**config.mk**
```make
export PLATFORM = sky130hd
export DESIGN_NAME = latch_bank_sync
export DESIGN_NICKNAME = d
export VERILOG_FILES = /design/src/rtl/latch_bank_sync.sv
export SDC_FILE = /design/constraint.sdc
export NUM_CORES = 1
export LEC_CHECK = 0
export CAP_MARGIN = 10
export CORE_ASPECT_RATIO = 1.4
export CORE_MARGIN = 2
export CORE_UTILIZATION = 44
export CTS_CLUSTER_DIAMETER = 200
export DETAILED_ROUTE_END_ITERATION = 10
export PLACE_DENSITY_LB_ADDON = 0.3
export SYNTH_ARGS = -nofsm -noshare
export SYNTH_HDL_FRONTEND = slang
export SYNTH_SLANG_ARGS = --single-unit
```
**constraint.sdc**
```tcl
create_clock -name clk -period 1.4 [get_ports clk]
set_clock_uncertainty 0.2 [all_clocks]
set_input_delay 0.14 -clock clk [delete_from_list [all_inputs] [get_ports clk]]
set_output_delay 0.14 -clock clk [all_outputs]
set_load 0.02 [all_outputs]
```
**src/rtl/latch_bank_sync.sv**
```systemverilog
// Bank of CHANNELS hold registers with per-channel lock and sticky change flags, plus a one-entry snapshot buffer.
// Latency: en->q and snap_req->snap_valid are one cycle. Backpressure: snap_ready=0 freezes snap_data; new requests are dropped into snap_overrun.
module latch_bank_sync #(
    parameter int               WIDTH    = 8,
    parameter int               CHANNELS = 4,
    parameter logic [WIDTH-1:0] RST_VAL  = '0
) (
    input  logic                      clk,
    input  logic                      reset,
    input  logic [CHANNELS*WIDTH-1:0] data,
    input  logic [CHANNELS-1:0]       en,
    input  logic [CHANNELS-1:0]       lock_set,
    input  logic [CHANNELS-1:0]       lock_clr,
    input  logic [CHANNELS-1:0]       changed_clr,
    output logic [CHANNELS*WIDTH-1:0] q,
    output logic [CHANNELS-1:0]       locked,
    output logic [CHANNELS-1:0]       changed,
    input  logic                      snap_req,
    output logic                      snap_valid,
    input  logic                      snap_ready,
    output logic [CHANNELS*WIDTH-1:0] snap_data,
    output logic                      snap_overrun
);

    typedef enum logic {SNAP_EMPTY, SNAP_FULL} snap_state_t;

    snap_state_t         state_q, state_d;
    logic [CHANNELS-1:0] load;
    logic [CHANNELS-1:0] differs;
    logic                capture;
    logic                overrun_set;

    // The lock is sampled pre-edge, so a same-cycle lock_set still lets the load through.
    assign load = en & ~locked;

    always_comb begin
        differs = '0;
        for (int i = 0; i < CHANNELS; i++) begin
            differs[i] = data[i*WIDTH +: WIDTH] != q[i*WIDTH +: WIDTH];
        end
    end

    always_ff @(posedge clk) begin
        if (!reset) begin
            q       <= {CHANNELS{RST_VAL}};
            locked  <= '0;
            changed <= '0;
        end else begin
            for (int i = 0; i < CHANNELS; i++) begin
                if (load[i]) begin
                    q[i*WIDTH +: WIDTH] <= data[i*WIDTH +: WIDTH];
                end
                if (lock_set[i]) begin
                    locked[i] <= 1'b1;
                end else if (lock_clr[i]) begin
                    locked[i] <= 1'b0;
                end
                if (load[i] && differs[i]) begin
                    changed[i] <= 1'b1;
                end else if (changed_clr[i]) begin
                    changed[i] <= 1'b0;
                end
            end
        end
    end

    always_comb begin
        state_d     = state_q;
        capture     = 1'b0;
        overrun_set = 1'b0;
        case (state_q)
            SNAP_EMPTY: begin
                if (snap_req) begin
                    capture = 1'b1;
                    state_d = SNAP_FULL;
                end
            end
            SNAP_FULL: begin
                if (snap_ready) begin
                    if (snap_req) begin
                        capture = 1'b1;
                    end else begin
                        state_d = SNAP_EMPTY;
                    end
                end else if (snap_req) begin
                    overrun_set = 1'b1;
                end
            end
            default: state_d = SNAP_EMPTY;
        endcase
    end

    // Capture takes pre-edge q, so a same-cycle load shows up only in the next snapshot.
    always_ff @(posedge clk) begin
        if (!reset) begin
            state_q      <= SNAP_EMPTY;
            snap_data    <= '0;
            snap_overrun <= 1'b0;
        end else begin
            state_q <= state_d;
            if (capture) begin
                snap_data <= q;
            end
            if (overrun_set) begin
                snap_overrun <= 1'b1;
            end
        end
    end

    assign snap_valid = (state_q == SNAP_FULL);

endmodule

```
# Word level (Yosys, flattened, before mapping)

Index checks and enable logic that the tools add are counted.

Equality and inequality tests: 4
Muxes and demuxes: 23
Bitwise operators: 3
Reduce and logical (&&, ||, !) cells: 12

Operators with widths:

| kind                | count |
|---|---|
| $ne A8 B8 Y1        | 4 |
| $mux W1             | 21 |
| $reduce_bool A2 Y1  | 8 |
| $and A4 B4 Y4       | 1 |
| $logic_and A1 B1 Y1 | 4 |
| $not A4 Y4          | 1 |
| $pmux W1 S2         | 2 |
| $not A1 Y1          | 1 |

Register bits: 74
Input port bits: 52

# Logic depth before layout (Yosys ltp)

Gate-level depths: netlist of run 1.

Depth after elaboration: 4
Gate-level depth with buffers: 6
Mapped depth without buffers: 4

# Least setup slack after synthesis of run 1

OpenSTA, ideal clock, no wires.

Path type: reg-to-reg
From: register state_q, in the netlist snap_valid
To: register snap_data[29]
Library setup time: 0.066 ns
Arrival time: 1.143 ns
Data required time: 1.134 ns
Path slack: -0.008 ns
Stages on the path, launching flop included: 6
Buffers on the path: 1
Period minus slack after synthesis: 1.408 ns
Path through: dfxtp_1 nor2b_4 nand2b_4 buf_2 nand2_1 a21boi_2

Word-level cells in the longest chain between the ends: 2

RTL lines:

| item                   | line | text |
|---|---|---|
| start, declared        | 27   | `snap_state_t state_q, state_d;` |
| start signal, assigned | 100  | `state_q <= state_d;` |
| $not A1 Y1             | -    |  |
| $pmux W1 S2 *          | 71   | `case (state_q)` |
| end signal, assigned   | 102  | `snap_data <= q;` |
| end, declared          | 21   | `output logic [CHANNELS*WIDTH-1:0] snap_data,` |

Every way passes the cells marked *; elsewhere a longest branch is shown, timed or not.
A chain may end at the register's enable or synchronous reset.

# Worst setup path after layout of run 1

From: register state_q, in the netlist snap_valid
To: register snap_data[8]

The elaborated chain is that of the path after synthesis.

==> impl_metrics.tcl, run 1 <==
set metrics [dict create \
    core_mm2 0.00727 \
    crit_chain "nor2b_4 > nand2b_4 > buf_12 > nand2_1 > a21boi_2" \
    cellPowerDensity_mw_per_mm2 981 \
    period_needed_ps 1360 \
    max_clock_freq_mhz 733 \
    cts-root-buf "clkbuf_8" \
    grt_pass1_wl_um 13800 \
    num-fill-cells 628 \
    synth_nets 415 \
    n_antenna_cell 0 \
    final_hold_viol_count 0 \
    leakage_nw 1.99 \
    hold_class "in -> reg" \
    p_total_mw 4.92 \
    drive_gt1_frac 0.229 \
    hold_ws_ps 93.6 \
    synth_warnings 0 \
    synthCells 363 \
    numCtsBuffers 9 \
    start_util 0.447 \
    die_w_um 76.6 \
    grt_max_degree 79 \
    fin_nets 571 \
    h-tree-depth 3 \
    status "finished clean" \
    drt_iter0_drc 99 \
    drt-pass1-iter-count 4 \
    cts_buffer_depth 2 \
    wl_per_cell_um 13.9 \
    clkTransAtPathRegs_ps 70 \
    grt_pass1_vias 2915 \
    place_hpwl_um 6110 \
    vias 2944 \
    syn_area_per_cell_um2 8.95 \
    cts_tree "done" \
    dp_slack_ps -167 \
    worst_pin_slew_ps 348 \
    cp-end-kind "register" \
    syn_area_mm2 0.00325 \
    die_y_um 106 \
    grt_antenna_before_repair 0 \
    grt_overflow 0 \
    slew_violations 0 \
    num_rows 37 \
    areaGrowthSynthToFinish_pct 54.3 \
    drv_cap 0 \
    die-area_mm2 0.00810 \
    grt_usage 0.213 \
    finalWeightedCongestion 0.755 \
    via_per_inst 4.74 \
    numPortBuffers 125 \
    fin_ws_ps 36.3 \
    wirelength_um 8640 \
    ir_drop_mv 0.737 \
    slew_headroom 0.768 \
    cts_setup_buffers 0 \
    synth_seq_cells 74 \
    crit_path_max_fanout 19 \
    setup_violations 0 \
    slowest_stage "dfxtp_2" \
    cts_sinks 74 \
    cp.arrival_ps 1430 \
    timing.final.crit_share 0.974 \
    io_pins 126 \
    final_core_util 0.690 \
    cp.required_ps 1470 \
    cp-start-kind "register" \
    drc_errors 0 \
    criticalPathCategory "reg -> reg" \
    postRouteAntennaNets 0 \
    ys_seq_area_frac 0.456 \
    clock_latency_ps 340 \
    max_stage_delay_ps 330 \
    synth_cell_type_count 18 \
]
## state kept, by name (all words and copies together) (netlist names)
| register | flops |
|---|---|
| changed | 4 |
| locked | 4 |
| q | 32 |
| snap_data | 32 |
| snap_overrun | 1 |
| snap_valid | 1 |
## stage by stage
stage	setup TNS, ps	area (um2)	instances
detailed placement	-4950	4850	604
floorplan	0	3250	363
global route	-38.4	5010	621
global placement	-3920	4850	604
CTS	0	4990	620
finish	0	5010	621
## worst paths after layout
check | startpoint | endpoint | slack [ps] | cells after the start
worst max-delay path | snap_valid$_SDFF_PN0_ | snap_data[8]$_SDFFE_PN0P_ | 40 | 5
worst max register to register | snap_valid$_SDFF_PN0_ | snap_data[8]$_SDFFE_PN0P_ | 40 | 5
worst min register to register | snap_data[0]$_SDFFE_PN0P_ | snap_data[0]$_SDFFE_PN0P_ | 260 | 2
worst min-delay path | reset | snap_valid$_SDFF_PN0_ | 90 | 3
## critical path, delay by kind of cell (launching register included)
| kind | cells | cell delay (ps) |
|---|---|---|
| compound gates | 1 | 150 |
| simple gates | 3 | 460 |
| flops | 1 | 330 |
| buf+inv | 1 | 150 |
## kinds of logic (layout without fill, tap and decap cells)
family / Yosys count / after routing / synth area share
compound gates: 74 / 74 / 0.205
simple gates: 160 / 160 / 0.213
buf+inv: 23 / 184 / 0.0400
flops: 74 / 74 / 0.456
xor+xnor: 32 / 32 / 0.0862
## layout by cell type (no fill, tap or decap), types with 3 or more instances in the layout
| cell type | count |
|---|---|
| nand2_1 | 132 |
| dfxtp_1 | 71 |
| clkdlybuf4s50_1 | 50 |
| clkdlybuf4s15_1 | 39 |
| buf_4 | 38 |
| a21boi_0 | 33 |
| a21boi_2 | 30 |
| xnor2_1 | 28 |
| clkbuf_2 | 16 |
| dlygate4sd2_1 | 15 |
| clkbuf_8 | 11 |
| nor2b_1 | 9 |
| nand4_1 | 8 |
| o21a_1 | 5 |
| nand2b_1 | 4 |
| o211ai_1 | 4 |
| nand3b_1 | 4 |
| xnor2_2 | 4 |
| buf_12 | 4 |
| clkinv_2 | 3 |
| buf_2 | 3 |
| dfxtp_2 | 3 |
## area by class of cell
cell class | count | area, um2 | share of cell area
clock inverter | 5 | 52.6 | 0.0105
sequential | 74 | 1490 | 0.296
timing repair buffer | 168 | 1530 | 0.305
tap | 97 | 121 | 0.0242
clock buffer | 11 | 151 | 0.0302
multi-input combinational | 266 | 1670 | 0.334
## synth_stat cells
cell / count / area share
o21a_1: 5 / 0.012
nor2b_1: 9 / 0.017
buf_2: 11 / 0.017
nand2_1: 132 / 0.15
nand3b_1: 4 / 0.0092
nor2b_4: 1 / 0.0042
nand2b_1: 4 / 0.0077
a21oi_1: 1 / 0.0015
a21boi_2: 30 / 0.10
o211ai_1: 4 / 0.0092
a21boi_0: 34 / 0.079
nand2b_4: 1 / 0.0042
nor2b_2: 1 / 0.0027
buf_6: 4 / 0.014
xnor2_1: 32 / 0.086
dfxtp_1: 74 / 0.46
clkbuf_1: 8 / 0.0092
nand4_1: 8 / 0.015
## repair_timing
action	in CTS	in global routing
cloned	0	1
hold buffers	0	0
resized for setup	93	70
endpoints found under the setup margin	74	60
pin swaps	0	4
## metal layers
layer,routed length [um],share of wire,up-vias,GRT usage
met4,110,0.013,0,0.0792
met1,3600,0.42,1366,0.241
li1,-,-,1492,-
met5,0,0,-,0
met2,4570,0.53,79,0.384
met3,353,0.041,7,0.0522
## report_power, final
group / internal (mW) / total, mW / leakage (nW) / switching, mW
Combinational: 0.503 / 0.970 / 1.28 / 0.468
Clock: 0.911 / 1.68 / 0.105 / 0.772
Sequential: 2.20 / 2.26 / 0.606 / 0.0603
Total: 3.62 / 4.92 / 1.99 / 1.30
No activity file was read; power rests on OpenSTA's default activity.
==> run 2: changes to the inputs <==
--- a/config.mk
+++ b/config.mk
@@ -12,6 +12,7 @@
 export CTS_CLUSTER_DIAMETER = 200
 export DETAILED_ROUTE_END_ITERATION = 10
 export PLACE_DENSITY_LB_ADDON = 0.3
+export SLEW_MARGIN = 40
 export SYNTH_ARGS = -nofsm -noshare
 export SYNTH_HDL_FRONTEND = slang
 export SYNTH_SLANG_ARGS = --single-unit
==> results of run 2 <==
No change in the layout: final DEF, timing and power equal those of run 1.
